--- config.mk ---
export PLATFORM = sky130hd
export DESIGN_NAME = convolutional_encoder
export DESIGN_NICKNAME = d
export VERILOG_FILES = /design/src/rtl/convolutional_encoder_pkg.sv /design/src/rtl/convolutional_encoder_puncture_ctrl.sv /design/src/rtl/convolutional_encoder.sv
export SDC_FILE = /design/constraint.sdc
export NUM_CORES = 1
export LEC_CHECK = 0
export CAP_MARGIN = 20
export CORE_MARGIN = 1.5
export CORE_UTILIZATION = 48
export CTS_CLUSTER_SIZE = 40
export DETAILED_ROUTE_END_ITERATION = 10
export GPL_ROUTABILITY_DRIVEN = 0
export PLACE_DENSITY = 0.73
export SLEW_MARGIN = 10
export SYNTH_ARGS = -nofsm -noshare
export SYNTH_HDL_FRONTEND = slang
export SYNTH_SLANG_ARGS = --single-unit
--- constraint.sdc ---
create_clock -name Clock -period 1.58 [get_ports Clock]
set_input_delay 0.316 -clock Clock [delete_from_list [all_inputs] [get_ports Clock]]
set_output_delay 0.316 -clock Clock [all_outputs]
set_load 0.05 [all_outputs]
--- src/rtl/convolutional_encoder_pkg.sv ---
// Shared 802.11a convolutional-code definitions: rates, generator taps, puncture masks, FSM states.
package convolutional_encoder_pkg;

  localparam int unsigned K_LEN = 7;
  localparam int unsigned S_W   = K_LEN - 1;
  localparam int unsigned PH_W  = 2;

  localparam logic [K_LEN-1:0] G0_TAPS = 7'o133;
  localparam logic [K_LEN-1:0] G1_TAPS = 7'o171;

  typedef enum logic [1:0] {
    RATE_1_2  = 2'b00,
    RATE_2_3  = 2'b01,
    RATE_3_4  = 2'b10,
    RATE_RSVD = 2'b11
  } rate_e;

  typedef enum logic [1:0] {
    ST_IDLE  = 2'b00,
    ST_RUN   = 2'b01,
    ST_TAIL  = 2'b10,
    ST_FLUSH = 2'b11
  } state_e;

  // One coded pair, also used as the per-bit keep mask.
  typedef struct packed {
    logic a;
    logic b;
  } pair_t;

  function automatic logic [PH_W-1:0] punct_period(rate_e r);
    case (r)
      RATE_2_3: punct_period = PH_W'(2);
      RATE_3_4: punct_period = PH_W'(3);
      default:  punct_period = PH_W'(1);
    endcase
  endfunction

  function automatic pair_t keep_mask(rate_e r, logic [PH_W-1:0] ph);
    keep_mask = '{a: 1'b1, b: 1'b1};
    case (r)
      RATE_2_3: if (ph != '0) keep_mask = '{a: 1'b1, b: 1'b0};
      RATE_3_4: begin
        if (ph == PH_W'(1)) keep_mask = '{a: 1'b1, b: 1'b0};
        else if (ph == PH_W'(2)) keep_mask = '{a: 1'b0, b: 1'b1};
      end
      default: keep_mask = '{a: 1'b1, b: 1'b1};
    endcase
  endfunction

  // Window MSB is the current bit, LSB the oldest delay, matching octal generator notation.
  function automatic pair_t encode(logic u, logic [S_W-1:0] s);
    logic [K_LEN-1:0] win;
    win = {u, s[0], s[1], s[2], s[3], s[4], s[5]};
    encode.a = ^(win & G0_TAPS);
    encode.b = ^(win & G1_TAPS);
  endfunction

endpackage

--- src/rtl/convolutional_encoder_puncture_ctrl.sv ---
// Puncture phase counter and keep-mask lookup, shared with the receive-side depuncturer.
module puncture_ctrl
  import convolutional_encoder_pkg::*;
(
  input  logic  clk,
  input  logic  rst_n,
  input  logic  clear,
  input  logic  advance,
  input  rate_e rate,
  output pair_t keep_c
);

  logic [PH_W-1:0] phase_q, phase_d;

  always_comb begin
    phase_d = phase_q;
    if (clear) begin
      phase_d = '0;
    end else if (advance) begin
      phase_d = (phase_q == punct_period(rate) - PH_W'(1)) ? '0 : phase_q + PH_W'(1);
    end
  end

  always_ff @(posedge clk) begin
    if (!rst_n) phase_q <= '0;
    else        phase_q <= phase_d;
  end

  assign keep_c = keep_mask(rate, phase_q);

endmodule

--- src/rtl/convolutional_encoder.sv ---
// Rate-1/2 K=7 convolutional encoder with in-line puncturing to 2/3 and 3/4.
// Serial valid/ready in and out; optional internal zero-tail flush.
module convolutional_encoder
  import convolutional_encoder_pkg::*;
#(
  parameter int unsigned TAIL_BITS = 0
) (
  input  logic       Clock,
  input  logic       Reset,
  input  logic       Start,
  input  logic [1:0] Rate,
  input  logic       Input,
  input  logic       InValid,
  input  logic       InLast,
  output logic       InReady,
  output logic       Output,
  output logic       OutValid,
  input  logic       OutReady,
  output logic       Done
);

  localparam int unsigned TC_W = (TAIL_BITS > 1) ? $clog2(TAIL_BITS) : 1;
  localparam logic [TC_W-1:0] TAIL_LAST = TC_W'((TAIL_BITS > 0) ? TAIL_BITS - 1 : 0);

  state_e          state_q, state_d;
  logic [S_W-1:0]  s_q, s_d;
  rate_e           rate_q, rate_d;
  pair_t           pend_q, pend_d;
  pair_t           dat_q, dat_d;
  logic [TC_W-1:0] tail_q, tail_d;
  logic            out_bit_q, out_bit_d;
  logic            out_valid_q, out_valid_d;
  logic            done_q, done_d;

  pair_t pend_pop_c;
  pair_t code_c;
  pair_t keep_c;
  logic  space_c;
  logic  in_ready_c;
  logic  inject_c;
  logic  inj_bit_c;
  logic  ph_clear_c;

  puncture_ctrl u_puncture_ctrl (
    .clk     (Clock),
    .rst_n   (Reset),
    .clear   (ph_clear_c),
    .advance (inject_c),
    .rate    (rate_q),
    .keep_c  (keep_c)
  );

  // Pair buffer drain and room for the next encoded pair.
  always_comb begin
    pend_pop_c = pend_q;
    if (out_valid_q && OutReady) begin
      if (pend_q.a) pend_pop_c.a = 1'b0;
      else          pend_pop_c.b = 1'b0;
    end
    space_c    = (pend_q == '0) || ((pend_q.a ^ pend_q.b) && OutReady);
    in_ready_c = (state_q == ST_RUN) && space_c;
    inject_c   = ((state_q == ST_RUN) && InValid && in_ready_c) ||
                 ((state_q == ST_TAIL) && space_c);
    inj_bit_c  = (state_q == ST_RUN) ? Input : 1'b0;
    code_c     = encode(inj_bit_c, s_q);
  end

  always_comb begin
    state_d    = state_q;
    s_d        = s_q;
    rate_d     = rate_q;
    tail_d     = tail_q;
    dat_d      = dat_q;
    pend_d     = pend_pop_c;
    ph_clear_c = 1'b0;
    done_d     = 1'b0;

    if (inject_c) begin
      pend_d = keep_c;
      dat_d  = code_c;
      s_d    = {s_q[S_W-2:0], inj_bit_c};
    end

    unique case (state_q)
      ST_IDLE: begin
        if (Start) begin
          state_d    = ST_RUN;
          s_d        = '0;
          rate_d     = rate_e'(Rate);
          tail_d     = '0;
          ph_clear_c = 1'b1;
        end
      end
      ST_RUN: begin
        if (inject_c && InLast) state_d = (TAIL_BITS > 0) ? ST_TAIL : ST_FLUSH;
      end
      ST_TAIL: begin
        if (inject_c) begin
          if (tail_q == TAIL_LAST) state_d = ST_FLUSH;
          else                     tail_d  = tail_q + TC_W'(1);
        end
      end
      ST_FLUSH: begin
        // Done lands on the cycle right after the final handshake.
        if (pend_pop_c == '0) begin
          done_d  = 1'b1;
          state_d = ST_IDLE;
        end
      end
      default: state_d = ST_IDLE;
    endcase

    out_valid_d = |pend_d;
    out_bit_d   = pend_d.a ? dat_d.a : (pend_d.b & dat_d.b);
  end

  always_ff @(posedge Clock) begin
    if (!Reset) begin
      state_q     <= ST_IDLE;
      s_q         <= '0;
      rate_q      <= RATE_1_2;
      tail_q      <= '0;
      dat_q       <= '0;
      pend_q      <= '0;
      out_bit_q   <= 1'b0;
      out_valid_q <= 1'b0;
      done_q      <= 1'b0;
    end else begin
      state_q     <= state_d;
      s_q         <= s_d;
      rate_q      <= rate_d;
      tail_q      <= tail_d;
      dat_q       <= dat_d;
      pend_q      <= pend_d;
      out_bit_q   <= out_bit_d;
      out_valid_q <= out_valid_d;
      done_q      <= done_d;
    end
  end

  assign InReady  = in_ready_c;
  assign Output   = out_bit_q;
  assign OutValid = out_valid_q;
  assign Done     = done_q;

endmodule
==> flow_summary.toml <==
[status]
status = "finished with violations"
violations = "negative setup slack"

[worst_setup_path]
worstPathRequired_ps = 1260
arrival_ps = 1380
critPathKind = "register to output pin"
cp_max_fo = 2
start_kind = "register"
cp-end-kind = "output pin"

[sta]
holdWs_ps = 468
setup_ws_ps = -120
finalCritPeriodShare = 1.08
setup_tns_ps = -549
slew_viol_final = 0
clock.fmax_mhz = 588
report.final.setup_viol = 10
slew_headroom = 0.780
rsz0062_at_grt = "yes"
tightest_slew_ps = 330
period_needed_ps = 1700
hold_violations = 0
skew_ps = 0.905

[cts]
htreeDepth = 1
ctsHoldBuffers = 0
insertion_delay_ps = 300
cts-root-buf = "clkbuf_4"
clkSinkCount = 19
clk_pin_slew_ps = 110
cts_tree = "built"
numCtsBuffers = 3
cts_buffer_depth = 2

[global_route]
grt.total_usage = 0.227
grt_antenna_before_repair = 0
overflow = 0
grt_pass1_wl_um = 4260
grt_pass1_vias = 936
grt_max_degree = 12

[die]
num_io_pins = 13
start_util = 0.522
rows = 16
core-area_um2 = 2020
die_w_um = 49.9
die_h_um = 49.9
die-area_um2 = 2490

[power]
power_frac_seq = 0.257
switching_share = 0.416
peakVddDrop_uv = 1350
p_int_mw = 1.48
pwr-share-comb = 0.645
pwr-share-clk = 0.098
leakage_nw = 0.629
switchingPower_mw = 1.05
pwr_density_cell_nw_per_um2 = 1670

[drt]
dr.pass1.iters = 4
vias_per_cell = 5.13
drt-initial-drc-count = 11
drtAntennaViolNets = 0
drc = 0
dr_total_vias = 934
drt_wl_total_um = 2500
wire_per_inst_um = 13.7

[cells_and_area]
syn_to_final_growth_pct = 43.5
final_util = 0.749
antenna_cells = 0
drive_gt1_frac = 0.368
nNetsFinal = 176

[yosys]
yosysSeqAreaShare = 0.360
avgSynthCellArea_um2 = 8.66
synthDistinctLibCells = 35
syn_area_um2 = 1060
postSynthCellCount = 122
yosysWarnings = 0
synth_seq_cells = 19
syn-num-nets = 142

[run]
drv_cap = 0

[place]
hpwlAfterDp_um = 1670
portBuffers = 12

[hold_path]
hold_path_class = "register to register"
worst paths after layout:
| check | startpoint | end | slack (ps) | cells past startpoint |
|---|---|---|---|---|
| max | pend_q[0] | InReady | -120 | 6 |
| min | s_q[3] | s_q[3] | 470 | 2 |
| max reg2reg | pend_q[0] | Output | -120 | 8 |
| min reg2reg | s_q[3] | s_q[3] | 470 | 2 |
layout by cell type (no fill, tap or decap), types with 3 or more instances in the layout:
cell             Yosys  routed
a21oi_1             11       7
a21oi_2              1       4
buf_4                0      18
buf_6                0       3
clkbuf_4             0       3
clkdlybuf4s50_1      0       8
dfxtp_1             19      14
dfxtp_2              0       3
ha_1                11       8
ha_4                 0       3
inv_1               12       8
inv_2                0       4
nand2_1             20      20
nand2b_1             3       3
nor2_1               7       7
o21ai_0              3       3
xor2_1               4       3
registers in the layout, indices dropped and copies added (netlist names):
register,cells
s_q,6
Done,1
pend_q,2
dat_q,2
rate_q,2
state_q,2
Output,1
OutValid,1
u_puncture_ctrl.phase_q,2
area by class of cell:
cell class	instances	area, um2
clock inverters	1	5.00
repair buffers	31	289
clock buffers	3	22.5
multi-input cells	89	728
inverters	12	45.0
fillers	148	507
well taps	27	33.8
flip-flops and latches	19	392
per-layer routing:
| metal | up-vias | wire [um] | GRT usage |
|---|---|---|---|
| li1 | 475 | - | - |
| met2 | 17 | 1220 | 0.369 |
| met5 | - | 0 | 0 |
| met1 | 438 | 1180 | 0.302 |
| met4 | 0 | 22 | 0.0694 |
| met3 | 4 | 80 | 0.0424 |
per-stage QoR:
stage	instance area (um2)	setup slack, ps	instances	total power [mW]
finish	1520	-120	182	2.53
CTS	1500	-125	182	2.48
global route	1520	-180	182	2.70
floorplan	1090	6.34	122	1.47
detailed placement	1350	-258	173	1.94
global placement	1350	-198	173	1.91
cell usage after synthesis (all sizes together):
| master | number | share of area |
|---|---|---|
| a21boi | 1 | 0.0071 |
| a31oi | 2 | 0.018 |
| a221o | 1 | 0.0095 |
| xor2 | 4 | 0.033 |
| xnor3 | 1 | 0.023 |
| nor2b | 2 | 0.014 |
| ha | 11 | 0.13 |
| nor2 | 8 | 0.036 |
| nor3 | 1 | 0.0047 |
| xnor2 | 1 | 0.0083 |
| a311o | 1 | 0.0095 |
| buf | 1 | 0.0047 |
| and3 | 1 | 0.0059 |
| or2 | 2 | 0.012 |
| dfxtp | 19 | 0.36 |
| a221oi | 1 | 0.0083 |
| o21ai | 5 | 0.024 |
| nand3 | 2 | 0.0095 |
| nand2b | 3 | 0.018 |
| o22ai | 1 | 0.0059 |
| o32ai | 1 | 0.0083 |
| and2 | 1 | 0.0083 |
| a21oi | 13 | 0.076 |
| mux2i | 3 | 0.028 |
| o21bai | 1 | 0.0071 |
| clkbuf | 1 | 0.0036 |
| nand2 | 20 | 0.071 |
| a211oi | 2 | 0.014 |
| inv | 12 | 0.043 |
critical path, cell delays in order, from the launching register on:
cell,delay [ps]
dfxtp_2,350
inv_2,40
ha_4,260
a21oi_4,50
buf_6,120
nor2b_4,120
buf_12,140
cell families (layout without fill, tap and decap cells):
family                     count (synthesis)  in the layout  share of synthesized area
DFF                                       19             19                      0.360
xor gates and xnor gates                   6              6                     0.0640
adders and majority gates                 11             11                      0.130
and+or+nand+nor                           40             40                      0.179
buffers and inverters                     14             47                     0.0509
muxes                                      3              3                     0.0284
AOI/OAI and AO/OA                         29             29                      0.187
power groups by stage:
| stage | clock network, mW | registers, mW | logic (mW) |
|---|---|---|---|
| floorplan | 0 | 0.678 | 0.790 |
| global placement | 0 | 0.646 | 1.26 |
| detailed placement | 0 | 0.651 | 1.29 |
| CTS | 0.255 | 0.649 | 1.58 |
| global route | 0.275 | 0.661 | 1.76 |
| finish | 0.247 | 0.651 | 1.63 |
what timing repair did:
| item | in CTS | in global routing |
|---|---|---|
| setup endpoints to repair | 15 | 15 |
| gates resized for setup | 22 | 4 |
| pin swaps | 6 | 1 |
| buffers inserted | 5 | 0 |
Power figures use the tool's default switching activity.
